File: src/rtl/fetch_pkg.sv
// Shared definitions for the instruction fetch unit.
//   fetch_state_e    : fetch FSM states
//   PC_INC           : PC advance per fetched word
//   DEFAULT_RESET_PC : default reset value of the program counter
//   align_word()     : clears the byte-offset bits of an address
package fetch_pkg;

    typedef enum logic [2:0] {
        ST_IDLE  = 3'd0,
        ST_REQ   = 3'd1,
        ST_WAIT  = 3'd2,
        ST_DRAIN = 3'd3,
        ST_DONE  = 3'd4
    } fetch_state_e;

    localparam logic [31:0] PC_INC           = 32'd4;
    localparam logic [31:0] DEFAULT_RESET_PC = 32'h0000_0000;

    function automatic logic [31:0] align_word(input logic [31:0] addr);
        return {addr[31:2], 2'b00};
    endfunction

endpackage

File: src/rtl/pc_reg.sv
// Program counter register: reset to RESET_PC, load, or advance by PC_INC.
// Load has priority over increment; increment wraps modulo 2^32.
// Ports:
//   clk, reset  : clock, asynchronous active-high reset
//   load_i      : load pc from load_val_i
//   load_val_i  : value for load
//   inc_i       : advance pc by PC_INC
//   pc_o        : current program counter
module pc_reg
    import fetch_pkg::*;
#(
    parameter logic [31:0] RESET_PC = DEFAULT_RESET_PC
) (
    input  logic        clk,
    input  logic        reset,
    input  logic        load_i,
    input  logic [31:0] load_val_i,
    input  logic        inc_i,
    output logic [31:0] pc_o
);

    logic [31:0] pc_q;
    logic [31:0] pc_d;

    // Next PC selection
    always_comb begin
        pc_d = pc_q;
        if (load_i) begin
            pc_d = load_val_i;
        end else if (inc_i) begin
            pc_d = pc_q + PC_INC;
        end else begin
            pc_d = pc_q;
        end
    end

    // PC state register
    always_ff @(posedge clk or posedge reset) begin
        if (reset) begin
            pc_q <= RESET_PC;
        end else begin
            pc_q <= pc_d;
        end
    end

    assign pc_o = pc_q;

endmodule

File: src/rtl/instr_fetch.sv
// Instruction fetch unit: issues a word read at pc, captures the returned
// instruction, pulses write_ir/fetch_done and advances pc by 4.
// A flushed fetch whose request was already accepted drains the pending
// response before returning to IDLE.
// Optional feature: define FETCH_MISALIGN_CHK_EN to reject fetches from a
// non word-aligned pc with a one-cycle fetch_fault pulse.
// Ports:
//   clk, reset          : clock, asynchronous active-high reset
//   fetch_req, pc_load,
//   pc_next, flush      : control requests (acted on in IDLE, flush in REQ/WAIT)
//   mem_req, mem_addr,
//   mem_ready           : memory request handshake
//   mem_rvalid,
//   mem_rdata           : memory read response
//   instruction,
//   write_ir, fetch_done: fetched word and completion pulses
//   pc, busy,
//   fetch_fault         : status
module instr_fetch
    import fetch_pkg::*;
#(
    parameter logic [31:0] RESET_PC = DEFAULT_RESET_PC
) (
    input  logic        clk,
    input  logic        reset,
    input  logic        fetch_req,
    input  logic        pc_load,
    input  logic [31:0] pc_next,
    input  logic        flush,
    output logic        mem_req,
    output logic [31:0] mem_addr,
    input  logic        mem_ready,
    input  logic        mem_rvalid,
    input  logic [31:0] mem_rdata,
    output logic [31:0] instruction,
    output logic        write_ir,
    output logic        fetch_done,
    output logic [31:0] pc,
    output logic        busy,
    output logic        fetch_fault
);

    fetch_state_e state_q;
    fetch_state_e state_d;
    logic [31:0]  instr_q;
    logic [31:0]  instr_d;
    logic         fault_q;
    logic         fault_d;
    logic         pc_load_s;
    logic         pc_inc_s;
    logic         mem_req_s;
    logic [31:0]  pc_s;

    pc_reg #(
        .RESET_PC(RESET_PC)
    ) u_pc_reg (
        .clk        (clk),
        .reset      (reset),
        .load_i     (pc_load_s),
        .load_val_i (pc_next),
        .inc_i      (pc_inc_s),
        .pc_o       (pc_s)
    );

    // Next-state, data capture and request decode
    always_comb begin
        state_d   = state_q;
        instr_d   = instr_q;
        fault_d   = 1'b0;
        pc_load_s = 1'b0;
        pc_inc_s  = 1'b0;
        mem_req_s = 1'b0;
        case (state_q)
            ST_IDLE: begin
                // A load wins over a simultaneous fetch request
                if (pc_load) begin
                    pc_load_s = 1'b1;
                end else if (fetch_req) begin
`ifdef FETCH_MISALIGN_CHK_EN
                    if (pc_s[1:0] != 2'b00) begin
                        fault_d = 1'b1;
                    end else begin
                        state_d = ST_REQ;
                    end
`else
                    state_d = ST_REQ;
`endif
                end else begin
                    state_d = ST_IDLE;
                end
            end
            ST_REQ: begin
                mem_req_s = 1'b1;
                if (flush) begin
                    // Once accepted, the response must still be drained
                    if (mem_ready) begin
                        state_d = ST_DRAIN;
                    end else begin
                        mem_req_s = 1'b0;
                        state_d   = ST_IDLE;
                    end
                end else if (mem_ready) begin
                    state_d = ST_WAIT;
                end else begin
                    state_d = ST_REQ;
                end
            end
            ST_WAIT: begin
                if (mem_rvalid) begin
                    if (flush) begin
                        state_d = ST_IDLE;
                    end else begin
                        instr_d = mem_rdata;
                        state_d = ST_DONE;
                    end
                end else if (flush) begin
                    state_d = ST_DRAIN;
                end else begin
                    state_d = ST_WAIT;
                end
            end
            ST_DRAIN: begin
                if (mem_rvalid) begin
                    state_d = ST_IDLE;
                end else begin
                    state_d = ST_DRAIN;
                end
            end
            ST_DONE: begin
                pc_inc_s = 1'b1;
                state_d  = ST_IDLE;
            end
            default: begin
                state_d = ST_IDLE;
            end
        endcase
    end

    // FSM, instruction and fault registers
    always_ff @(posedge clk or posedge reset) begin
        if (reset) begin
            state_q <= ST_IDLE;
            instr_q <= 32'h0000_0000;
            fault_q <= 1'b0;
        end else begin
            state_q <= state_d;
            instr_q <= instr_d;
            fault_q <= fault_d;
        end
    end

    // mem_req must drop combinationally on a flush in REQ, so it is not registered
    assign mem_req     = mem_req_s;
    assign mem_addr    = mem_req_s ? align_word(pc_s) : 32'h0000_0000;
    assign instruction = instr_q;
    assign write_ir    = (state_q == ST_DONE);
    assign fetch_done  = (state_q == ST_DONE);
    assign pc          = pc_s;
    assign busy        = (state_q != ST_IDLE);
`ifdef FETCH_MISALIGN_CHK_EN
    assign fetch_fault = fault_q;
`else
    assign fetch_fault = 1'b0;
`endif

endmodule

File: config.mk
export PLATFORM = sky130hd
export DESIGN_NAME = instr_fetch
export DESIGN_NICKNAME = d
export VERILOG_FILES = /design/src/rtl/fetch_pkg.sv /design/src/rtl/pc_reg.sv /design/src/rtl/instr_fetch.sv
export SDC_FILE = /design/constraint.sdc
export NUM_CORES = 1
export LEC_CHECK = 0
export ABC_AREA = 1
export BUFFER_PORTS_ARGS = -buffer_cell sky130_fd_sc_hd__buf_4
export CAP_MARGIN = 10
export CORE_MARGIN = 1.5
export CORE_UTILIZATION = 52
export CTS_CLUSTER_DIAMETER = 80
export CTS_CLUSTER_SIZE = 12
export DETAILED_ROUTE_END_ITERATION = 7
export PLACE_DENSITY_LB_ADDON = 0.2
export SLEW_MARGIN = 40
export SYNTH_ARGS = -nofsm -noshare
export SYNTH_HDL_FRONTEND = slang
export SYNTH_HIERARCHICAL = 1
export SYNTH_SLANG_ARGS = --single-unit
export TNS_END_PERCENT = 1
File: constraint.sdc
create_clock -name clk -period 3.8 [get_ports clk]
set_clock_uncertainty 0.1 [all_clocks]
set_input_delay 0.57 -clock clk [delete_from_list [all_inputs] [get_ports clk]]
set_output_delay 0.57 -clock clk [all_outputs]
set_load 0.02 [all_outputs]
---- Yosys cells after proc, flatten, opt, wreduce, memory -nomap -nowiden ----
Cells that the tools add are included.
storage, ports and cells
  flip-flop bits (word level) ............. 67
  input port bits ......................... 71
  word-level logic and storage cells ...... 33
cells by class
  add/sub/neg operators ................... 1
  eq/ne operators ......................... 5
  multiplexer cells ....................... 19
  bitwise gates (word level) .............. 1
  reduce and logical (&&, ||, !) cells .... 4
operator list
  cell                                            count
  2-to-1 mux 32 bit                               3
  adder 32 x 3 -> 32 bit (second input constant)  1
  2-to-1 mux 3 bit                                4
  case mux 3 bit (4 select lines)                 1
  2-to-1 mux 1 bit                                8
  == test 3 x 2 -> 1 bit (second input constant)  2
  2-to-1 mux 2 bit                                3
  == test 3 x 1 -> 1 bit (second input constant)  1
  == test 3 bit (second input constant)           1
  logical NOT 3 bit                               1
  AND reduction 3 bit                             1
  nonzero test 3 bit                              1
  != test 2 bit (second input constant)           1
  nonzero test 2 bit                              1
  inverter 1 bit                                  1

---- Longest topological paths before layout ----
Gate-level depths: netlist of the first run.
  depth in word-level cells ............... 4
  gate-level depth with buffers ........... 10
  depth with buffers taken out ............ 9

---- Cells and area by module ----
The synthesis of the first run kept the hierarchy.
modules (own cells, without submodules)
  module       instances  cells an instance  area an instance (um^2)  sequential area each (um^2)
  pc_reg       1          313                2,200.9                  800.8
  instr_fetch  1          233                1,712.9                  875.8

---- Least setup slack after synthesis of the first run ----
OpenSTA, ideal clock, no wires.
  kind .................................... register -> output
  from .................................... register state_q[2]
  to ...................................... output write_ir
  data arrival time ....................... 1.625 ns
  slack ................................... 1.505 ns
  cell stages (with the launch flop) ...... 4
  buffers on the path ..................... 1
  cells stage by stage .................... dfrtp_1 > inv_2 > nor3_1 > buf_4
on the way
  word-level cells in the longest chain between the ends .. 1
ends and longest elaborated chain
  item                      RTL line            source
  start: declaration        instr_fetch.sv:43   fetch_state_e state_q;
  start signal: assignment  instr_fetch.sv:146  state_q <= state_d;
  == test 3 bit             -
  end: declaration          instr_fetch.sv:36   output logic write_ir,
No other way between the ends.

---- Worst setup path in the final report of the first run ----
  from .................................... register state_q[2]
  to ...................................... output mem_addr[12]
on the way
  word-level cells in the longest chain between the ends .. 3
ends and longest elaborated chain
  item                    RTL line            source
  == test 3 x 1 -> 1 bit  instr_fetch.sv:73   case (state_q)
  2-to-1 mux 1 bit        instr_fetch.sv:73
  2-to-1 mux 32 bit       instr_fetch.sv:154  assign mem_addr = mem_req_s ? align_word(pc_s) : 32'h0000_0000;
  end: declaration        instr_fetch.sv:31   output logic [31:0] mem_addr,
No other way between the ends.

==> results.sh, run 1 <==
export IMPL_syn_inst=546
export IMPL_dr_pass1_iters=5
export IMPL_fillCellCount=556
export IMPL_finalInstanceArea_sq_um=5450
export IMPL_die_width_um=89.8
export IMPL_drt_iter0_drc=277
export IMPL_avgViaCountPerCell=4.96
export IMPL_worst_path_max_fanout=30
export IMPL_min_path_type="in2async"
export IMPL_cp_start_kind="flop"
export IMPL_power_density_nw_per_um2=797
export IMPL_synth_most_common_cell="nand2_1"
export IMPL_core_sq_um=7250
export IMPL_drv_cap=0
export IMPL_place_congestion=0.888
export IMPL_syn_mean_instance_area_sq_um=7.17
export IMPL_hpwl_um=7670
export IMPL_dp_slack_ns=1.43
export IMPL_cts_root_buf="clkbuf_8"
export IMPL_rr_worst_depth=9
export IMPL_cts_made_buffers=9
export IMPL_die_area_sq_um=8060
export IMPL_placed_cell_area_sq_um=5190
export IMPL_cts_resized=0
export IMPL_clk_latency_ns=0.34
export IMPL_seq_area_frac_synth_pct=42.8
export IMPL_ant_nets=0
export IMPL_num_vias=4040
export IMPL_tightestPinTransition_ns=0.649
export IMPL_async_reset_ff_share_pct=100
export IMPL_nets=783
export IMPL_synth_area_leaders="dfrtp_1 43%, nand2_1 20%, inv_1 5.9%"
export IMPL_synth_top_cell_area_share_pct=42.8
export IMPL_comb_power_share_pct=49.4
export IMPL_clkPwrFrac_pct=17.5
export IMPL_cts_sinks=67
export IMPL_antenna_found_initial=0
export IMPL_cts_hold_buf=0
export IMPL_p_int_w=0.00239
export IMPL_synth_seq_cells=67
export IMPL_synth_edf_count=0
export IMPL_critical_path_class="reg2out"
export IMPL_first_global_vias=3915
export IMPL_timing_rr_start="state_q[0]$_DFFE_PP0N_"
export IMPL_p_switching_w=0.00195
export IMPL_drc=0
export IMPL_initial_utilization_pct=54.0
export IMPL_post_cts_setup_buffers=0
export IMPL_r2r_end="u_pc_reg/pc_o[18]$_DFFE_PP0N_"
export IMPL_post_route_util_pct=75.2
export IMPL_post_route_min_period_ns=2.40
export IMPL_status="completed"
export IMPL_synthToLayoutAreaGrowth_pct=39.4
export IMPL_pin_count=172
export IMPL_synth_top_cells_by_count="209 x nand2_1, 67 x dfrtp_1, 62 x inv_1"
export IMPL_wl_per_cell_um=13.0
export IMPL_cts_tree="built"
export IMPL_grt_overflow=0
export IMPL_hold_viol=0
export IMPL_io_buffers=168
export IMPL_worstPathRequired_ns=3.13
export IMPL_report_final_slew_viol_count=0
export IMPL_num_antenna_cells=0
export IMPL_synthFlopType="dfrtp_1"
export IMPL_max_vdd_ir_drop_v=0.000457
export IMPL_worst_slack_ns=1.40
export IMPL_grt_max_degree=34
export IMPL_swShare_pct=45.0
export IMPL_die_y_um=89.8
export IMPL_max_slew_margin_rel_pct=56.6
export IMPL_synth_largest_area_cell="dfrtp_1"
export IMPL_setup_violations=0
export IMPL_netlist_area_sq_um=3910
export IMPL_tns_ns=0
export IMPL_grt_usage_pct=26.8
export IMPL_cts_max_path_buffers=2
export IMPL_clk_pin_slew_ns=0.08
export IMPL_grt_setup_unrepaired="no"
export IMPL_yosys_warnings=6
export IMPL_end_kind="primary output"
export IMPL_p_leak_nw=2.96
export IMPL_num_rows=31
export IMPL_whs_ns=0.137
export IMPL_drive_gt1_share_pct=31.2
export IMPL_finalCritPeriodShare_pct=63.3
export IMPL_wirelength_um=10600
export IMPL_grt_pass1_wl_um=17700
export IMPL_max_freq_ghz=0.416
export IMPL_synth_cell_types=31
export IMPL_pwr_share_seq_pct=33.1
export IMPL_cp_arrival_ns=1.73
export IMPL_r2r_slack_ns=1.56
export IMPL_htree_num_levels=3
power by group through the flow:
stage                     logic [W]  registers (W)  clock network, W
after global placement      0.00209        0.00142                 0
after CTS                   0.00216        0.00143          0.000769
final                       0.00215        0.00144          0.000761
after floorplan            0.000935        0.00174                 0
after detailed placement    0.00216        0.00143                 0
after global routing        0.00234        0.00149          0.000801
critical path, stage by stage (launching register included):
cell and delay, ns:
dfrtp_1 0.43, inv_2 0.11, nand3_1 0.11, nor2_2 0.13, inv_2 0.22, nor2_1 0.22
buf_4 0.17
per-layer routing:
layer	vias up	GRT usage (%)	part of all wire, %
met3	11	7.19	8.3
met2	172	46.5	50
li1	2002	-	-
met4	0	9.52	1.1
met5	-	0	0
met1	1855	31.9	41
sequential cells by signal (all words and copies together), names as in the netlist:
signal         cells
instruction       32
u_pc_reg/pc_o     32
state_q            3
layout make-up:
cell class / count / area [sq um] / share of cell area, %
multi-input combinational: 393 / 1850 / 33.9
clock inverter: 5 / 108 / 1.97
inverter: 67 / 253 / 4.63
sequential: 67 / 1680 / 30.7
clock buffer: 11 / 151 / 2.78
timing repair buffer: 172 / 1290 / 23.7
tap: 99 / 124 / 2.27
per-stage QoR:
step	cells	power (W)
floorplan	548	0.00268
global placement	798	0.00351
detailed placement	798	0.00359
CTS	814	0.00436
global route	814	0.00463
finish	814	0.00434
cell usage in the layout (no fill, tap or decap), types with 2 or more instances in the layout:
master / Yosys / layout
nand3_1: 42 / 42
inv_2: 4 / 5
o21bai_1: 4 / 4
clkbuf_8: 1 / 11
and2_1: 3 / 3
bufinv_16: 0 / 3
ha_1: 2 / 2
or2_2: 2 / 2
nor2_1: 59 / 59
conb_1: 1 / 3
nand2_2: 6 / 6
a22oi_1: 21 / 21
o211ai_1: 2 / 2
dfrtp_1: 67 / 67
a21oi_1: 2 / 2
buf_4: 5 / 172
nor2_2: 7 / 7
o21ai_0: 8 / 8
inv_1: 62 / 61
nand2_1: 209 / 209
xor2_1: 6 / 6
nor2_4: 10 / 10
nand2_4: 2 / 2
cells by family after synthesis:
logic type                 share of synthesized area (%)
DFF                                                 42.8
other                                             0.0958
adders and majority gates                          0.639
AOI/OAI and AO/OA                                   6.59
and+or+nand+nor                                     38.4
buffers and inverters                               10.1
xor gates and xnor gates                            1.34
worst max path at each step:
stage,startpoint,cells past startpoint,end,slack (ns)
detailed placement,pc_load,9,u_pc_reg/pc_o[15]$_DFFE_PP0N_,1.43
global placement,mem_ready,7,mem_addr[12],1.50
floorplan,state_q[2]$_DFFE_PP0N_,3,write_ir,1.51
finish,state_q[2]$_DFFE_PP0N_,6,mem_addr[12],1.40
global route,state_q[2]$_DFFE_PP0N_,6,mem_addr[12],1.25
CTS,state_q[2]$_DFFE_PP0N_,6,mem_addr[12],1.36
No activity file was read; power rests on OpenSTA's default activity.
==> run 2, diff against run 1 <==
- CORE_UTILIZATION: 52 -> 43
- clock period: 3.8 -> 2.2 ns (I/O delays scaled with it)
==> run 2 against run 1 <==
Sequential share of layout area down 0.13 points. Global-route usage down 3.9 points. First-iteration DRC count down 39%. Clock power up 35%. Sequential power up 72%. Count of clock-buffer cells in the layout up 2. Critical path type unchanged.
==> results.sh, run 2 (synthesis gave the netlist of run 1 again) <==
export IMPL_status="completed"
export IMPL_report_final_slew_viol_count=0
export IMPL_dp_cells=811
export IMPL_critical_path_slowest_cell="dfrtp_1"
export IMPL_drt_iter0_drc=168
export IMPL_io_buffers=168
export IMPL_worstPathRequired_ns=1.77
export IMPL_cts_sinks=67
export IMPL_nets=791
export IMPL_hold_viol=0
export IMPL_grt_setup_unrepaired="no"
export IMPL_finalCritPeriodShare_pct=93.3
export IMPL_initial_utilization_pct=44.7
export IMPL_die_area_sq_um=9680
export IMPL_hpwl_um=7970
export IMPL_cts_root_buf="clkbuf_8"
export IMPL_clk_latency_ns=0.33
export IMPL_drive_gt1_share_pct=31.4
export IMPL_tightestPinTransition_ns=0.663
export IMPL_timing_rr_start="state_q[0]$_DFFE_PP0N_"
export IMPL_worst_path_max_fanout=24
export IMPL_drc=0
export IMPL_drv_cap=0
export IMPL_cts_tree="built"
export IMPL_placed_cell_area_sq_um=5250
export IMPL_htree_num_levels=3
export IMPL_cts_made_buffers=9
export IMPL_critical_path_class="reg2out"
export IMPL_first_global_vias=4010
export IMPL_p_leak_nw=2.97
export IMPL_worstPathCellList="inv_2, nand3_1, nor2_2, inv_2, buf_12, nor2_1, buf_4"
export IMPL_grt_pass1_wl_um=18100
export IMPL_clk_pin_slew_ns=0.07
export IMPL_grt_usage_pct=22.9
export IMPL_fillCellCount=817
export IMPL_ant_nets=0
export IMPL_grt_overflow=0
export IMPL_critPathBufInv=4
export IMPL_path_delay_family="buffers and inverters"
export IMPL_cp_start_kind="flop"
export IMPL_wl_per_cell_um=12.9
export IMPL_pin_count=172
export IMPL_num_rows=34
export IMPL_end_kind="primary output"
export IMPL_cpPeakStageDelay_ns=0.42
export IMPL_finalNonFillerCells=830
export IMPL_dr_pass1_iters=4
export IMPL_core_sq_um=8760
export IMPL_setup_violations=0
export IMPL_num_antenna_cells=0
export IMPL_max_slew_margin_rel_pct=55.7
export IMPL_max_freq_ghz=0.487
export IMPL_cts_max_path_buffers=2
export IMPL_die_y_um=98.4
export IMPL_power_density_nw_per_um2=1330
export IMPL_grt_max_degree=36
export IMPL_cp_common_cell="inv_2"
export IMPL_die_width_um=98.4
export IMPL_post_route_min_period_ns=2.05
export IMPL_cp_arrival_ns=1.62
export IMPL_wirelength_um=10700
export IMPL_num_vias=4006
export IMPL_avgViaCountPerCell=4.83
export IMPL_final_common_cell="nand2_1"
export IMPL_min_path_type="in2reg"
export IMPL_max_vdd_ir_drop_v=0.000736
export IMPL_hold_path_startpoint="mem_rdata[24]"
export IMPL_tns_ns=0
export IMPL_place_congestion=0.875
export IMPL_antenna_found_initial=0
export IMPL_finalInstanceArea_sq_um=5480
export IMPL_cp_startpoint="state_q[2]$_DFFE_PP0N_"
export IMPL_layout_common_cells="209 x nand2_1, 178 x buf_4, 67 x dfrtp_1"
export IMPL_synthToLayoutAreaGrowth_pct=40.0
-- run 2: cell types whose count changed in the layout (fill, tap and decap cells not counted), sizes merged --
cell	change
clkbuf	+2
inv	-1
dlygate4sd3	+1
buf	+7
bufinv	-2
-- run 2: worst paths after layout --
kind,slack [ns],cells past startpoint,endpoint
worst max-delay path,0.15,7,mem_addr[28]
worst min-delay path,0.09,3,instruction[24]$_DFFE_PP0P_
max in group asynchronous,1.13,4,state_q[2]$_DFFE_PP0N_
worst min register to register,0.38,2,u_pc_reg/pc_o[1]$_DFFE_PP0P_
min in group asynchronous,0.56,4,u_pc_reg/pc_o[21]$_DFFE_PP0N_
worst max register to register,0.30,7,u_pc_reg/pc_o[7]$_DFFE_PP0N_
-- run 2: what timing repair did --
action | in CTS | in global routing
hold buffers | 1 | 0
gates resized for setup | 0 | 1
buffers inserted | 0 | 3
setup endpoints to repair | 0 | 13
endpoints found under the hold margin | 15 | 0
-- run 2: worst min-delay path: cells and delay by family --
kind / cells / cell delay (ns)
and+or+nand+nor: 2 / 0.08
buffers and inverters: 1 / 0.07
-- run 2: metrics by stage --
stage | setup WS (ns) | hold slack [ns] | util, % | total power [W]
floorplan | 0.0610 | 0.340 | - | 0.00462
global placement | 0.359 | 0.359 | 59.9 | 0.00613
detailed placement | 0.315 | 0.365 | 59.9 | 0.00624
CTS | 0.00444 | 0.0747 | 62.2 | 0.00729
global route | 0.00455 | 0.0790 | 62.5 | 0.00781
finish | 0.147 | 0.0916 | 62.5 | 0.00727
-- run 2: power by group --
group | total (W) | internal (W) | switching (W)
logic | 0.00377 | 0.00157 | 0.00219
clock network | 0.00103 | 0.000579 | 0.000450
registers | 0.00247 | 0.00180 | 0.000678
total | 0.00727 | 0.00395 | 0.00332
-- run 2: final cells by class --
class / instances / area, sq um / share of cell area, %
Multi-Input combinational cell: 393 / 1850 / 33.8
Sequential cell: 67 / 1680 / 30.6
Timing Repair Buffer: 180 / 1370 / 24.9
Inverter: 67 / 253 / 4.61
Clock buffer: 13 / 159 / 2.90
Tap cell: 108 / 135 / 2.47
Clock inverter: 2 / 35.0 / 0.640
-- run 2: routing by layer --
metal	vias up	track usage (%)	part of all wire, %
met5	-	0	0
met4	0	8.34	1.8
met3	14	5.87	7.6
met2	143	38.9	49
met1	1830	28.0	42
li1	2019	-	-
==> run 3, diff against run 2 <==
- CORE_UTILIZATION: 43 -> 37
==> run 3 against run 2 <==
Maximum frequency rose by 1.3%. Via count fell by 2.5%. Combinational power fell by 2%. Setup slack improved by 0.026 ns. Register-to-register slack got worse by 0.10 ns. Total power rose by 0.68%. Die area rose by 16%. Count of clock-buffer cells in the layout fell by 3. Largest cell class unchanged.
==> results.sh, run 3 (synthesis gave the netlist of run 1 again) <==
export IMPL_die_area_sq_um=11200
export IMPL_power_w=0.00732
export IMPL_core_sq_um=10300
export IMPL_clk_pin_slew_ns=0.08
export IMPL_tightestPinTransition_ns=0.688
export IMPL_avgViaCountPerCell=4.57
export IMPL_final_common_cell="nand2_1"
export IMPL_fillCellCount=1024
export IMPL_grt_setup_unrepaired="no"
export IMPL_io_buffers=168
export IMPL_max_vdd_ir_drop_v=0.000653
export IMPL_status="completed"
export IMPL_num_rows=37
export IMPL_place_congestion=0.822
export IMPL_max_freq_ghz=0.493
export IMPL_hold_viol=0
export IMPL_layout_common_cells="209 x nand2_1, 174 x buf_4, 67 x dfrtp_1"
export IMPL_ant_nets=0
export IMPL_wirelength_um=10600
export IMPL_antenna_found_initial=0
export IMPL_grt_overflow=0
export IMPL_drv_cap=0
export IMPL_power_density_nw_per_um2=1330
export IMPL_num_antenna_cells=0
export IMPL_clk_latency_ns=0.34
export IMPL_drc=0
export IMPL_grt_max_degree=36
export IMPL_die_y_um=106
export IMPL_num_vias=3907
export IMPL_gr_usage_met2_pct=32.0
export IMPL_report_final_slew_viol_count=0
export IMPL_initial_utilization_pct=38.1
export IMPL_wl_per_cell_um=12.5
export IMPL_worstPathRequired_ns=1.77
export IMPL_hpwl_um=7940
export IMPL_htree_num_levels=3
export IMPL_end_kind="primary output"
export IMPL_synthToLayoutAreaGrowth_pct=40.4
export IMPL_min_path_type="in2reg"
export IMPL_drive_gt1_share_pct=31.2
export IMPL_cp_arrival_ns=1.60
export IMPL_max_slew_margin_rel_pct=54.1
export IMPL_p_leak_nw=2.95
export IMPL_whs_path_depth=3
export IMPL_use_met3_pct=5.19
export IMPL_first_global_vias=3680
export IMPL_grt_use_met1_pct=23.6
export IMPL_die_width_um=106
export IMPL_cts_made_buffers=9
export IMPL_post_route_util_pct=53.5
export IMPL_finalCritPeriodShare_pct=92.1
export IMPL_cp_start_kind="flop"
export IMPL_nets=786
export IMPL_whs_ns=0.0740
export IMPL_busiest_layer="met2"
export IMPL_post_route_min_period_ns=2.03
export IMPL_dr_pass1_iters=4
export IMPL_worst_path_max_fanout=30
export IMPL_post_cts_setup_buffers=0
export IMPL_setup_violations=0
export IMPL_tns_ns=0
export IMPL_grt_pass1_wl_um=17500
export IMPL_cts_max_path_buffers=2
export IMPL_pin_count=172
export IMPL_cts_tree="built"
export IMPL_drt_iter0_drc=175
export IMPL_cts_sinks=67
export IMPL_critical_path_class="reg2out"
export IMPL_rr_worst_depth=8
export IMPL_timing_rr_start="state_q[0]$_DFFE_PP0N_"
export IMPL_cts_root_buf="clkbuf_8"
export IMPL_grt_usage_pct=19.5
export IMPL_hold_path_startpoint="mem_rdata[18]"
export IMPL_cp_startpoint="state_q[2]$_DFFE_PP0N_"
run 3: worst max-delay path, cell delays in order, from the launching register on:
cell and delay (ns):
dfrtp_1 0.42, inv_2 0.11, nand3_1 0.11, nor2_2 0.16, inv_4 0.15, nor2_1 0.14, buf_4 0.16
run 3: cell type report:
| cell class | count | area [sq um] | share of cell area, % |
|---|---|---|---|
| Clock buffer | 10 | 138 | 2.50 |
| Sequential cell | 67 | 1680 | 30.5 |
| Multi-Input combinational cell | 393 | 1850 | 33.7 |
| Clock inverter | 6 | 88.8 | 1.62 |
| Inverter | 67 | 255 | 4.64 |
| Tap cell | 136 | 170 | 3.10 |
| Timing Repair Buffer | 175 | 1320 | 24.0 |
run 3: metrics by stage:
| step | instances | setup slack, ns | instance area (sq um) |
|---|---|---|---|
| after detailed placement | 837 | 0.223 | 5260 |
| after floorplan | 548 | 0.0610 | 3920 |
| after global routing | 854 | 0.0122 | 5500 |
| after global placement | 837 | 0.274 | 5260 |
| after CTS | 854 | 0.0568 | 5490 |
| final | 854 | 0.173 | 5500 |
run 3: worst paths after layout:
kind                                                       to  slack, ns
worst max-delay path                             mem_addr[30]       0.17
worst max register to register  u_pc_reg/pc_o[15]$_DFFE_PP0N_       0.20
worst min register to register   u_pc_reg/pc_o[0]$_DFFE_PP0P_       0.38
worst min-delay path              instruction[18]$_DFFE_PP0P_       0.07
max in group asynchronous         instruction[21]$_DFFE_PP0P_       1.13
min in group asynchronous       u_pc_reg/pc_o[18]$_DFFE_PP0N_       0.55
run 3: metal layers:
| layer | wire [um] | up-vias |
|---|---|---|
| met2 | 5070 | 132 |
| met1 | 4510 | 1747 |
| met3 | 812 | 17 |
| met5 | 0 | - |
| met4 | 261 | 0 |
| li1 | - | 2011 |
run 3: what timing repair did:
action,CTS,global route
hold buffers,1,0
hold endpoints to repair,59,0
setup endpoints to repair,0,30
resized for setup,0,2
run 3: power breakdown:
group	switching, W	total [W]	internal (W)	leakage (nW)
combinational	0.00215	0.00368	0.00153	2.01
clock	0.000498	0.00117	0.000669	0.108
sequential	0.000677	0.00247	0.00179	0.835
total	0.00333	0.00732	0.00399	2.95
